### src/rtl/river_cfg_pkg.sv
// Core-wide architecture configuration shared by the execute-stage blocks.
package river_cfg_pkg;
   localparam int RISCV_ARCH = 64;
endpackage

### src/rtl/int_div_prep_pkg.sv
// Divider-prep queue entry layout and operand conditioning helper.
// RIVER_DIV_DBG_EN adds raw operand copies to each entry for error reporting.
package int_div_prep_pkg;
   import river_cfg_pkg::RISCV_ARCH;

   typedef struct packed {
      logic                  rv32;
      logic                  resid;
      logic                  invert;
      logic                  div_on_zero;
      logic                  overflow;
      logic [RISCV_ARCH-1:0] divident;
      logic [RISCV_ARCH-1:0] divisor;
`ifdef RIVER_DIV_DBG_EN
      logic [RISCV_ARCH-1:0] a1_dbg;
      logic [RISCV_ARCH-1:0] a2_dbg;
`endif
   } div_entry_t;

   localparam div_entry_t DIV_ENTRY_RESET = '0;

   // 32-bit ops use only the low word, extended per signedness.
   function automatic logic [RISCV_ARCH-1:0] cond_operand(input logic [RISCV_ARCH-1:0] a,
                                                          input logic rv32,
                                                          input logic is_signed);
      logic [RISCV_ARCH-1:0] r;
      r = a;
      if (rv32) r = {{(RISCV_ARCH-32){is_signed & a[31]}}, a[31:0]};
      return r;
   endfunction
endpackage

### src/rtl/int_div_prep_cond.sv
// Combinational operand conditioning: width/sign extension, magnitudes and
// special-case flags for the divider. RIVER_DIV_DBG_EN keeps raw operands.
module int_div_prep_cond
   import int_div_prep_pkg::*;
(
   input  logic        rv32,
   input  logic        is_unsigned,
   input  logic        resid,
   input  logic [63:0] a1,
   input  logic [63:0] a2,
   output div_entry_t  entry
);
   logic [63:0] a1c, a2c, min_neg;
   logic        neg1, neg2, doz;

   always_comb begin
      a1c     = cond_operand(a1, rv32, !is_unsigned);
      a2c     = cond_operand(a2, rv32, !is_unsigned);
      neg1    = !is_unsigned & a1c[63];
      neg2    = !is_unsigned & a2c[63];
      doz     = (a2c == '0);
      min_neg = rv32 ? {{33{1'b1}}, 31'b0} : {1'b1, 63'b0};

      entry             = DIV_ENTRY_RESET;
      entry.rv32        = rv32;
      entry.resid       = resid;
      entry.div_on_zero = doz;
      entry.overflow    = !is_unsigned & (a1c == min_neg) & (&a2c);
      // Remainder takes the dividend's sign; quotient the xor of both.
      entry.invert      = !is_unsigned & !doz & (resid ? neg1 : (neg1 ^ neg2));
      entry.divident    = neg1 ? (~a1c + 64'd1) : a1c;
      entry.divisor     = neg2 ? (~a2c + 64'd1) : a2c;
`ifdef RIVER_DIV_DBG_EN
      entry.a1_dbg      = a1;
      entry.a2_dbg      = a2;
`endif
   end
endmodule

### src/rtl/int_div_prep.sv
// Divider input queue: conditions operands on push and presents the FIFO head
// to the divider. RIVER_DIV_DBG_EN drives raw operands on o_a1_dbg/o_a2_dbg.
module int_div_prep
   import int_div_prep_pkg::*;
#(
   parameter int ENTRIES = 2
) (
   input  logic        i_clk,
   input  logic        i_nrst,
   input  logic        i_flush,
   input  logic        i_ena,
   output logic        o_ready,
   input  logic        i_rv32,
   input  logic        i_unsigned,
   input  logic        i_residual,
   input  logic [63:0] i_a1,
   input  logic [63:0] i_a2,
   output logic        o_valid,
   input  logic        i_div_ready,
   output logic        o_rv32,
   output logic        o_resid,
   output logic        o_invert,
   output logic        o_div_on_zero,
   output logic        o_overflow,
   output logic [63:0] o_divident,
   output logic [63:0] o_divisor,
   output logic [63:0] o_a1_dbg,
   output logic [63:0] o_a2_dbg
);
   localparam int AW = $clog2(ENTRIES);
   localparam int CW = AW + 1;
   localparam logic [CW-1:0] FULL = CW'(ENTRIES);

   logic [AW-1:0] wr_ptr, rd_ptr;
   logic [CW-1:0] count;
   logic          push, pop;
   div_entry_t    push_entry, head;
   div_entry_t    mem [ENTRIES];

   int_div_prep_cond u_cond (
      .rv32        (i_rv32),
      .is_unsigned (i_unsigned),
      .resid       (i_residual),
      .a1          (i_a1),
      .a2          (i_a2),
      .entry       (push_entry)
   );

   assign o_ready = (count < FULL);
   assign o_valid = (count != '0);
   assign push    = i_ena & o_ready & !i_flush;
   assign pop     = o_valid & i_div_ready;

   always_ff @(posedge i_clk or negedge i_nrst) begin
      if (!i_nrst) begin
         wr_ptr <= '0;
         rd_ptr <= '0;
         count  <= '0;
      end else if (i_flush) begin
         wr_ptr <= '0;
         rd_ptr <= '0;
         count  <= '0;
      end else begin
         if (push) wr_ptr <= wr_ptr + 1'b1;
         if (pop)  rd_ptr <= rd_ptr + 1'b1;
         case ({push, pop})
            2'b10:   count <= count + 1'b1;
            2'b01:   count <= count - 1'b1;
            default: count <= count;
         endcase
      end
   end

   // Storage needs no reset: every read is masked by the occupancy count.
   always_ff @(posedge i_clk) begin
      if (push) mem[wr_ptr] <= push_entry;
   end

   assign head = o_valid ? mem[rd_ptr] : DIV_ENTRY_RESET;

   assign o_rv32        = head.rv32;
   assign o_resid       = head.resid;
   assign o_invert      = head.invert;
   assign o_div_on_zero = head.div_on_zero;
   assign o_overflow    = head.overflow;
   assign o_divident    = head.divident;
   assign o_divisor     = head.divisor;
`ifdef RIVER_DIV_DBG_EN
   assign o_a1_dbg      = head.a1_dbg;
   assign o_a2_dbg      = head.a2_dbg;
`else
   assign o_a1_dbg      = '0;
   assign o_a2_dbg      = '0;
`endif
endmodule

### config.mk
export PLATFORM = sky130hd
export DESIGN_NAME = int_div_prep
export DESIGN_NICKNAME = d
export VERILOG_FILES = /design/src/rtl/river_cfg_pkg.sv /design/src/rtl/int_div_prep_pkg.sv /design/src/rtl/int_div_prep_cond.sv /design/src/rtl/int_div_prep.sv
export SDC_FILE = /design/constraint.sdc
export NUM_CORES = 1
export LEC_CHECK = 0
export ABC_AREA = 0
export BUFFER_PORTS_ARGS = -buffer_cell sky130_fd_sc_hd__buf_2
export CAP_MARGIN = 20
export CORE_MARGIN = 10
export CORE_UTILIZATION = 54
export CTS_CLUSTER_SIZE = 8
export DETAILED_ROUTE_END_ITERATION = 7
export GPL_ROUTABILITY_DRIVEN = 0
export PLACE_DENSITY = 0.9
export RECOVER_POWER = 50
export SYNTH_ARGS = -nofsm -noshare
export SYNTH_HDL_FRONTEND = slang
export SYNTH_SLANG_ARGS = --single-unit
### constraint.sdc
create_clock -name i_clk -period 15.6 [get_ports i_clk]
set_input_delay 3.12 -clock i_clk [delete_from_list [all_inputs] [get_ports i_clk]]
set_output_delay 3.12 -clock i_clk [all_outputs]
set_load 0.02 [all_outputs]
==> results.yml, run 1 <==
critical_path:
  critPathRequiredTime_ps: 15610
  crit_fanout: 71
  cp-start-kind: "input port"
  cp-end-kind: "flip-flop"
  crit_type: "input port to flip-flop"
  cp.arrival_ps: 9370
finish:
  syn_to_final_growth_pct: 14.98
  final_net_count: 1797
  layout-drive-gt1-share_pct: 19.35
clocking:
  cts_hold_buf: 0
  htree_levels: 2
  cts_resized: 0
  clkLatencyLatePin_ps: 520
  tritoncts: "built"
  path_clk_slew_ps: 50
  postCtsSetupBuffers: 0
  clock_path_buffers: 3
  clockRootBuffer: "clkbuf_16"
  cts_sinks: 270
  numCtsBuffers: 39
sta:
  hold_viol_final: 0
  max_slew_margin_pct: -177.6
  tightest_slew_ps: 4163
  fmax_ghz: 0.1068
  fin_crit_sh_pct: 60.02
  timing.final.crit_period_ps: 9363
  finalMaxSlewViolations: 496
  hold_ws_ps: 584.6
  finalSetupViolations: 0
  finalSetupTns_ps: 0
  fin_skew_ps: 21.35
  grt_setup_unrepaired: "false"
yosys:
  synth.top_cells.by_count: "edfxtp_1 (266), nor2_1 (214), mux2i_1 (135)"
  netlist_area_um2: 15240
  async_flop_share_pct: 1.481
  synth_top_cell_by_area: "edfxtp_1"
  synth_top_flop_cell: "edfxtp_1"
  syn_avg_cell_area_um2: 10.87
  synth.most_common_cell: "edfxtp_1"
  synth-seq-area-share_pct: 53.07
  ys_ff_latch: 270
  synth_top_area_share_pct: 52.41
  synth.distinct_cells: 60
  syn_inst: 1402
  synth-warning-count: 0
  synth_edf_count: 266
  ys_top_cells_by_area: "edfxtp_1 (52%), mux2i_1 (8.9%), buf_4 (6.3%)"
pwr:
  vdd_drop_max_mv: 0.07340
  powerDensity_nw_per_um2: 111.0
  p_total_mw: 1.945
  clkPwrFrac_pct: 38.6
  internal_power_mw: 1.420
  seqPwrFrac_pct: 44.7
  combPwrFrac_pct: 16.7
  p_sw_share_pct: 27.01
  power.net_switching_uw: 525.3
  p_leak_nw: 6.595
detailed_routing:
  routed_wl_mm: 43.61
  via_per_inst: 5.781
  antenna_left: 0
  drt_iter0_drc: 1536
  route.detailed.drc: 0
  dr.pass1.iters: 6
  routedWlPerCell_um: 21.07
  vias: 11966
grt:
  grt_max_degree: 84
  grt_pass1_wl_mm: 66.63
  first_global_vias: 11722
  grt-ovfl-total: 0
  antenna_found_initial: 21
  grtUsageTotal_pct: 23.39
placement:
  dp_hpwl_mm: 31.48
  numPortBuffers: 270
die:
  num_rows: 61
  dieArea_um2: 35340
  boundaryPins: 399
  initial_core_util_pct: 54.86
  dieWidth_um: 188
  die_y_um: 188
  core-area_um2: 27780
hold_path:
  hold_path.class: "flip-flop to flip-flop"
status:
  violations: "capacitance limit, slew limit"
  outcome: "finished, violations left"
run:
  drv_cap: 8
critical path: stages:
cell	delay, ps
clkbuf_1	130
nand2_1	150
nor3b_1	220
clkbuf_1	2600
clkbuf_1	3070
power by group through the flow:
stage	Combinational, mW	Sequential (mW)	Clock [mW]
floorplan	0.240	0.882	0
global placement	0.309	0.878	0
CTS	0.320	0.867	0.765
global route	0.349	0.873	0.799
finish	0.324	0.870	0.751
detailed placement	0.318	0.880	0
final timing paths:
path | startpoint | endpoint | slack [ps] | cells after the start
worst max-delay path | i_ena | mem[1][1] | 6240 | 5
worst min-delay path | wr_ptr | wr_ptr | 580 | 2
worst max register to register | count[1] | mem[1][1] | 8490 | 5
worst min register to register | wr_ptr | wr_ptr | 580 | 2
max in group asynchronous | i_nrst | rd_ptr | 12950 | 1
min in group asynchronous | i_nrst | count[0] | 2440 | 1
layout by cell type (no fill, tap or decap), types with 34 or more instances in the layout:
cell	instances
clkbuf_16	40
inv_1	34
conb_1	128
o21ai_0	41
xnor2_1	82
nor2_1	213
edfxtp_1	266
mux2i_1	135
a21oi_1	74
nand2_1	47
xor2_1	39
buf_2	260
area by class of cell:
type / instances / area [um2]
Tap cell: 378 / 473.0
Clock buffer: 54 / 1054
Antenna cell: 18 / 45.04
Multi-Input combinational cell: 1029 / 6295
Sequential cell: 270 / 8092
Fill cell: 2220 / 10260
Timing Repair Buffer: 284 / 1410
Inverter: 34 / 127.6
Clock inverter: 3 / 28.78
routing by layer:
| layer | wire length (um) | track usage, % |
|---|---|---|
| met1 | 16400 | 28.60 |
| met2 | 20930 | 38.27 |
| met3 | 4787 | 7.124 |
| met4 | 1441 | 8.554 |
| met5 | 52 | 0 |
kinds of logic (layout without fill, tap and decap cells):
| group | Yosys count | count (layout) | synth area share (%) |
|---|---|---|---|
| adders and majority gates | 3 | 3 | 0.2463 |
| other | 1 | 146 | 0.02460 |
| buffers and inverters | 230 | 375 | 8.833 |
| muxes | 135 | 135 | 8.866 |
| DFF | 270 | 270 | 53.07 |
| xor gates and xnor gates | 121 | 121 | 6.953 |
| AOI/OAI and AO/OA | 220 | 220 | 8.817 |
| and+or+nand+nor | 422 | 422 | 13.19 |
per-stage QoR:
step,util [%],std cells,area [um2],worst slack [ps]
after floorplan,-,1529,15720,1877
after global placement,59.24,1995,16460,9634
after detailed placement,59.24,1995,16460,9470
after CTS,63.13,2052,17540,9587
after global routing,63.03,2065,17510,5577
final,63.08,2070,17520,6237
sequential cells by signal (all words and copies together), names as in the netlist:
| name | count |
|---|---|
| mem | 266 |
| wr_ptr | 1 |
| rd_ptr | 1 |
| count | 2 |
No activity file was read; power rests on OpenSTA's default activity.
==> inputs of run 2 (changes only) <==
clock period = 9.25 ns   (was 15.6 ns; I/O delays follow)
==> results.yml, run 2 (same netlist as run 1, synthesis figures left out) <==
die:
  boundaryPins: 399
  dieWidth_um: 188
  initial_core_util_pct: 54.86
  die_y_um: 188
  core-area_um2: 27780
  num_rows: 61
  dieArea_um2: 35340
pwr:
  powerDensity_nw_per_um2: 186.0
  p_total_mw: 3.250
  p_leak_nw: 6.540
  vdd_drop_max_mv: 0.1291
critical_path:
  cp-start-kind: "input port"
  cpMaxStageDelayCell: "clkbuf_1"
  worstPathCellList: "buf_2 > clkbuf_1 > nand2b_1 > nand2_1 > nand2_1 > clkbuf_1 > a21oi_1 > a21o_1 > xnor2_1"
  cp.arrival_ps: 7080
  crit_type: "input port to flip-flop"
  cp-end-kind: "flip-flop"
  critPathRequiredTime_ps: 9520
  crit_fanout: 83
  cp_slowest_stage_delay_ps: 2430
clocking:
  numCtsBuffers: 39
  clockRootBuffer: "clkbuf_16"
  postCtsSetupBuffers: 0
  path_clk_slew_ps: 50
  clock_path_buffers: 3
  clkLatencyLatePin_ps: 520
  htree_levels: 2
  cts_resized: 0
  tritoncts: "built"
  cts_sinks: 270
  cts_hold_buf: 0
sta:
  finalMaxSlewViolations: 393
  timing.final.crit_period_ps: 6814
  finalSetupTns_ps: 0
  max_slew_margin_pct: -157.7
  finalSetupViolations: 0
  fin_skew_ps: 20.52
  fin_crit_sh_pct: 73.67
  fmax_ghz: 0.1468
  hold_viol_final: 0
  tightest_slew_ps: 3866
  grt_setup_unrepaired: "false"
  hold_ws_ps: 624.5
grt:
  antenna_found_initial: 24
  grt-ovfl-total: 0
  grt_pass1_wl_mm: 66.98
  grtUsageTotal_pct: 23.51
  grt_max_degree: 84
  first_global_vias: 11841
finish:
  largest-register: "mem"
  multi_input_area_um2: 6306
  final_net_count: 1797
  layout_commonest_cell: "edfxtp_1"
  largestRegisters: "mem x266, count x2"
  seqCellArea_um2: 8092
  finalInstanceArea_um2: 17470
  num-fill-cells: 2143
  layout-drive-gt1-share_pct: 18.90
  mostFrequentLayoutCells: "edfxtp_1 (266), buf_2 (247), nor2_1 (213)"
  finish.utilization_pct: 62.89
  largest_reg_flops: 266
  syn_to_final_growth_pct: 14.65
detailed_routing:
  dr.pass1.iters: 6
  vias: 11988
  via_per_inst: 5.817
  routedWlPerCell_um: 21.30
  antenna_left: 0
  drt_iter0_drc: 1615
  routed_wl_mm: 43.89
  route.detailed.drc: 0
status:
  outcome: "finished, violations left"
  violations: "capacitance limit, slew limit"
hold_path:
  hold_path.class: "flip-flop to flip-flop"
run:
  drv_cap: 6
placement:
  postPlaceCellArea_um2: 16470
  numPortBuffers: 270
  dp_hpwl_mm: 31.64
-- run 2: where the power goes --
part / total (mW) / internal [mW] / switching (mW)
Combinational: 0.548 / 0.168 / 0.380
Clock: 1.24 / 0.753 / 0.486
Sequential: 1.46 / 1.44 / 0.0205
Total: 3.25 / 2.36 / 0.886
-- run 2: per-layer routing --
metal,part of all wire (%),routed length (um),global-route usage [%],vias up
met1,37,16160,28.31,5645
li1,-,-,-,5371
met3,11,4954,7.551,146
met5,0.19,84,0,-
met2,48,21090,38.33,812
met4,3.7,1603,9.385,14
-- run 2: cell type report --
type                            count  area share (%)
Timing Repair Buffer              284           8.027
Clock buffer                       47           5.757
Multi-Input combinational cell   1029           36.09
Inverter                           34          0.7304
Sequential cell                   270           46.31
Clock inverter                      3          0.1504
Antenna cell                       16          0.2291
Tap cell                          378           2.707
-- run 2: path summary, 6_finish.rpt --
kind / slack [ps] / from / cells after the start / to
setup / recovery: 2440 / i_rv32 / 9 / mem[1][98]
hold / removal: 620 / wr_ptr / 2 / wr_ptr
setup reg to reg: 3620 / count[1] / 5 / mem[0][93]
hold reg to reg: 620 / wr_ptr / 2 / wr_ptr
max in group asynchronous: 7860 / i_nrst / 1 / rd_ptr
min in group asynchronous: 1170 / i_nrst / 1 / count[1]
-- run 2: critical path: cells and delay by family --
family	cells	cell delay (ps)
buffers and inverters	3	3850
and+or+nand+nor	3	520
xor gates and xnor gates	1	140
AOI/OAI and AO/OA	2	660
-- run 2: metrics by stage --
step / setup slack, ps / cells
2_1_floorplan: 1517 / 1529
3_3_place_gp: 4531 / 1995
5_1_grt: 2167 / 2056
6_report: 2436 / 2061
4_1_cts: 4372 / 2045
3_5_place_dp: 4427 / 1995
